==> src/rtl/regfile_dumper.sv <==
// Sequential readout engine: walks a register file's async read port and streams
// each register, tagged with its address, over a valid/ready interface.
module regfile_dumper #(
    parameter int N_REG_ADDR = 5,
    parameter int N_DATA     = 32,
    parameter int SKIP_X0    = 0
) (
    input  logic                  clk,
    input  logic                  rst,
    input  logic                  start,
    output logic                  busy,
    output logic                  done,
    output logic [N_REG_ADDR-1:0] rf_addr,
    input  logic [N_DATA-1:0]     rf_read_data,
    output logic                  out_valid,
    input  logic                  out_ready,
    output logic [N_REG_ADDR-1:0] out_addr,
    output logic [N_DATA-1:0]     out_data,
    output logic                  out_last
);

    typedef enum logic [1:0] {
        IDLE = 2'd0,
        READ = 2'd1,
        SEND = 2'd2,
        DONE = 2'd3
    } state_t;

    localparam logic [N_REG_ADDR-1:0] LAST_IDX  = '1;
    localparam logic [N_REG_ADDR-1:0] FIRST_IDX = (SKIP_X0 != 0) ? N_REG_ADDR'(1) : '0;

    state_t                  state_q, state_d;
    logic [N_REG_ADDR-1:0]   idx_q, idx_d;
    logic [N_REG_ADDR-1:0]   out_addr_q, out_addr_d;
    logic [N_DATA-1:0]       out_data_q, out_data_d;
    logic                    out_valid_q, out_valid_d;
    logic                    out_last_q, out_last_d;
    logic                    busy_q, busy_d;
    logic                    done_q, done_d;

    always_ff @(posedge clk) begin
        if (rst) begin
            state_q     <= IDLE;
            idx_q       <= '0;
            out_addr_q  <= '0;
            out_data_q  <= '0;
            out_valid_q <= 1'b0;
            out_last_q  <= 1'b0;
            busy_q      <= 1'b0;
            done_q      <= 1'b0;
        end else begin
            state_q     <= state_d;
            idx_q       <= idx_d;
            out_addr_q  <= out_addr_d;
            out_data_q  <= out_data_d;
            out_valid_q <= out_valid_d;
            out_last_q  <= out_last_d;
            busy_q      <= busy_d;
            done_q      <= done_d;
        end
    end

    always_comb begin
        state_d     = state_q;
        idx_d       = idx_q;
        out_addr_d  = out_addr_q;
        out_data_d  = out_data_q;
        out_valid_d = out_valid_q;
        out_last_d  = out_last_q;
        unique case (state_q)
            IDLE: begin
                if (start) begin
                    idx_d   = FIRST_IDX;
                    state_d = READ;
                end
            end
            READ: begin
                out_data_d  = rf_read_data;
                out_addr_d  = idx_q;
                out_last_d  = (idx_q == LAST_IDX);
                out_valid_d = 1'b1;
                state_d     = SEND;
            end
            SEND: begin
                if (out_ready) begin
                    out_valid_d = 1'b0;
                    out_last_d  = 1'b0;
                    // The last word never increments idx, so the counter cannot wrap.
                    if (out_last_q) begin
                        state_d = DONE;
                    end else begin
                        idx_d   = idx_q + 1'b1;
                        state_d = READ;
                    end
                end
            end
            DONE: begin
                idx_d   = '0;
                state_d = IDLE;
            end
            default: state_d = IDLE;
        endcase
        busy_d = (state_d != IDLE);
        done_d = (state_d == DONE);
    end

    assign rf_addr   = idx_q;
    assign busy      = busy_q;
    assign done      = done_q;
    assign out_valid = out_valid_q;
    assign out_addr  = out_addr_q;
    assign out_data  = out_data_q;
    assign out_last  = out_last_q;

endmodule

==> config.mk <==
export PLATFORM = sky130hd
export DESIGN_NAME = regfile_dumper
export DESIGN_NICKNAME = d
export VERILOG_FILES = /design/src/rtl/regfile_dumper.sv
export SDC_FILE = /design/constraint.sdc
export NUM_CORES = 1
export LEC_CHECK = 0
export ABC_AREA = 0
export BUFFER_PORTS_ARGS = -buffer_cell sky130_fd_sc_hd__buf_2
export CELL_PAD_IN_SITES_DETAIL_PLACEMENT = 1
export CELL_PAD_IN_SITES_GLOBAL_PLACEMENT = 2
export CORE_MARGIN = 4
export CORE_UTILIZATION = 30
export CTS_CLUSTER_SIZE = 28
export DETAILED_ROUTE_END_ITERATION = 10
export GPL_TIMING_DRIVEN = 0
export PLACE_DENSITY = 0.85
export SLEW_MARGIN = 20
export SYNTH_ARGS = -nofsm -noshare
export SYNTH_HDL_FRONTEND = slang
export SYNTH_SLANG_ARGS = --single-unit
export TNS_END_PERCENT = 30
==> constraint.sdc <==
create_clock -name clk -period 3.6 [get_ports clk]
set_input_delay 0.18 -clock clk [delete_from_list [all_inputs] [get_ports clk]]
set_output_delay 0.18 -clock clk [all_outputs]
set_load 0.03 [all_outputs]
==> flow_summary.ini <==
[status]
outcome = completed

[finish]
fillers = 766
post_route_cells_drive_above_1_share = 0.3750
final_cells = 349
utilization = 0.4033
seqCellArea_um2 = 960.9
multiInputGateArea_um2 = 910.9
fin_nets = 313
layout-area-overhead-vs-synth_pct = 30.70
antenna_cells_inserted = 0

[pwr]
power_per_standard_cell_area_nw_per_um2 = 495.7
power.clock.fraction = 0.271
swShare = 0.3223
peakVddDrop_mv = 0.2091
sequentialPowerShare = 0.471
power.share.combinational = 0.258
power_leakage_nw = 1.228
switching_power_w = 0.0004068
internal_power_w = 0.0008554

[route]
drc = 0
ant_nets = 0
initialDrtViolationCount = 33
route.detailed.wl_per_inst_um = 13.97
postRouteWirelength_um = 4874
vias = 1615
drt_first_pass_iters = 3
via_density = 4.628

[clock_network]
clockBufferDepth = 2
ctsResizeCount = 0
postCtsHoldBufs = 0
clock_sink_count = 48
post-cts-setup-buffer-count = 0
clk_pin_slew_ns = 0.09
cts.htree.levels = 2
clock_latency_ns = 0.30
cts_made_buffers = 5
cts_root_buffer = sky130_fd_sc_hd__clkbuf_8
tritoncts = done

[critical_path]
cp_data_required_time_ns = 3.78
maximum_net_fanout_on_the_critical_path = 10
worst_ep_arrival_time_ns = 1.81
worstSetupStartpointType = flip-flop
endpoint_kind = flip-flop
timing.setup.critical_path_class = reg -> reg

[die]
io_pins = 82
floorplan.die.width_um = 88.59
die_h_um = 88.59
floorplan.die_area_um2 = 7847
standard_cell_core_area_um2 = 6314
initial_core_util = 0.3086
rows = 29

[synth]
synth_compound_gate_area_share = 0.07514
synth_simple_gate_area_share = 0.1432
post_synth_xor_area_fraction = 0
synth_warnings = 0
post_synthesis_average_cell_area_um2 = 10.65
number_of_distinct_library_cells_after_synthesis = 29
synth_instances = 183
combinational_family_with_the_most_area_after_synthesis = multiplexers
synth_mux_area_frac = 0.2107
commonest_register_cell_after_synthesis = sky130_fd_sc_hd__dfxtp_1
synth_fp_nets = 225
syn_area_um2 = 1948
post_synth_fa_ha_maj_area_fraction = 0.03854
netlist.area_leader.share = 0.4933
post_synthesis_sequential_element_count = 48
most_common_cell_in_the_netlist = sky130_fd_sc_hd__dfxtp_1
synth_top_cells_by_count = sky130_fd_sc_hd__dfxtp_1, sky130_fd_sc_hd__nor2_1, sky130_fd_sc_hd__mux2i_1
synth.largest_area_cell = sky130_fd_sc_hd__dfxtp_1
synth_sequential_area_ratio = 0.4933
synth-edff-count = 0
area_contributors_post_synth = sky130_fd_sc_hd__dfxtp_1, sky130_fd_sc_hd__mux2i_1, sky130_fd_sc_hd__nor2_1
async_flop_share = 0

[timing]
timing_hold_violations_final = 0
fin_crit_sh = 0.4526
final-setup-viol-count = 0
totalNegativeSetupSlack_ns = 0
max_slew_margin = 0.6406
measured_slew_at_the_worst_slew_check_pin_ns = 0.5392
final.setup_skew_ns = 0.007152
final.hold.worst_slack_ns = 0.1106
maxSlewViolCount = 0
timing.fmax_ghz = 0.6138
rsz0062_at_grt = no
final.min_clock_period_ns = 1.629

[global_route]
met3_usage = 0.06518
use_met1 = 0.1578
gr-usage-met2 = 0.1978
grt_most_used_layer = met2
grt_pass1_vias = 1615
grt_usage = 0.1283
grt_first_pass_wirelength_um = 7776
grt_antenna_before_repair = 0
grt_max_degree = 16
overflow = 0

[placement]
post_placement_cell_count = 341
place.detailed.hpwl_um = 3686
port_buffers = 81
gpl.final_weighted_congestion = 0.7024

[worst_hold_path]
timing.hold.worst.class = in -> reg

[run]
cap_violations = 0
## kinds of logic after synthesis
family                     count (synthesis)
muxes                                     40
buffers and inverters                     14
AOI/OAI and AO/OA                         17
and+or+nand+nor                           58
adders and majority gates                  6
DFF                                       48
## path summary, 6_finish.rpt
check | start | to | slack [ns] | depth (start not counted)
max | state_q[0] | rf_addr[2] | 1.97 | 6
min | rf_read_data[22] | out_data[22] | 0.11 | 3
max reg2reg | state_q[0] | rf_addr[2] | 1.97 | 6
min reg2reg | out_data[15] | out_data[15] | 0.49 | 2
## power by group through the flow
stage / Sequential [W] / Clock, W / Combinational, W
after floorplan: 0.000685 / 0 / 0.000158
after global placement: 0.000605 / 0 / 0.000326
after detailed placement: 0.000606 / 0 / 0.000332
after CTS: 0.000596 / 0.000361 / 0.000333
after global routing: 0.000601 / 0.000390 / 0.000356
final: 0.000594 / 0.000342 / 0.000326
## cells in the final DEF, fill, tap and decap left out, types with 3 or more instances in the layout
cell                       count
sky130_fd_sc_hd__buf_2        82
sky130_fd_sc_hd__dfxtp_1      48
sky130_fd_sc_hd__nor2_1       42
sky130_fd_sc_hd__mux2i_1      38
sky130_fd_sc_hd__ha_1          6
sky130_fd_sc_hd__clkbuf_8      6
sky130_fd_sc_hd__o41ai_1       5
sky130_fd_sc_hd__inv_1         4
sky130_fd_sc_hd__clkbuf_1      4
sky130_fd_sc_hd__buf_4         4
sky130_fd_sc_hd__nor2b_1       3
sky130_fd_sc_hd__nand3b_1      3
sky130_fd_sc_hd__a21oi_1       3
## flip-flops by register name (all words and copies together), names as in the netlist
register,cells
busy,1
done,1
out_addr,5
out_data,32
out_last,1
out_valid,1
rf_addr,5
state_q,2
## layer usage
layer  share of wire  routed length (um)
met2            0.45                2177
met4           0.012                  57
met3            0.11                 523
met5               0                   0
met1            0.43                2116
## final cells by class
type,count,area share
Clock inverter,2,0.005405
Tap cell,77,0.03784
Timing Repair Buffer,81,0.1592
Sequential cell,48,0.3774
Clock buffer,6,0.03243
Buffer,10,0.02408
Multi-Input combinational cell,121,0.3577
Inverter,4,0.005897
## per-stage QoR
step                power [W]  cell area (um^2)  setup WS, ns
global placement    0.0009314              2450         2.012
finish               0.001262              2546         1.971
detailed placement  0.0009388              2450         1.998
CTS                  0.001290              2546         1.951
global route         0.001348              2546         1.869
floorplan           0.0008426              1948         2.173
## critical path, cell delays in order (launching register included)
cell and delay (ns):
sky130_fd_sc_hd__dfxtp_1 0.39, sky130_fd_sc_hd__inv_1 0.11, sky130_fd_sc_hd__ha_1 0.24, sky130_fd_sc_hd__buf_6 0.15
sky130_fd_sc_hd__and2b_4 0.18, sky130_fd_sc_hd__o41ai_1 0.31, sky130_fd_sc_hd__a31oi_1 0.12
Power figures use the tool's default switching activity.
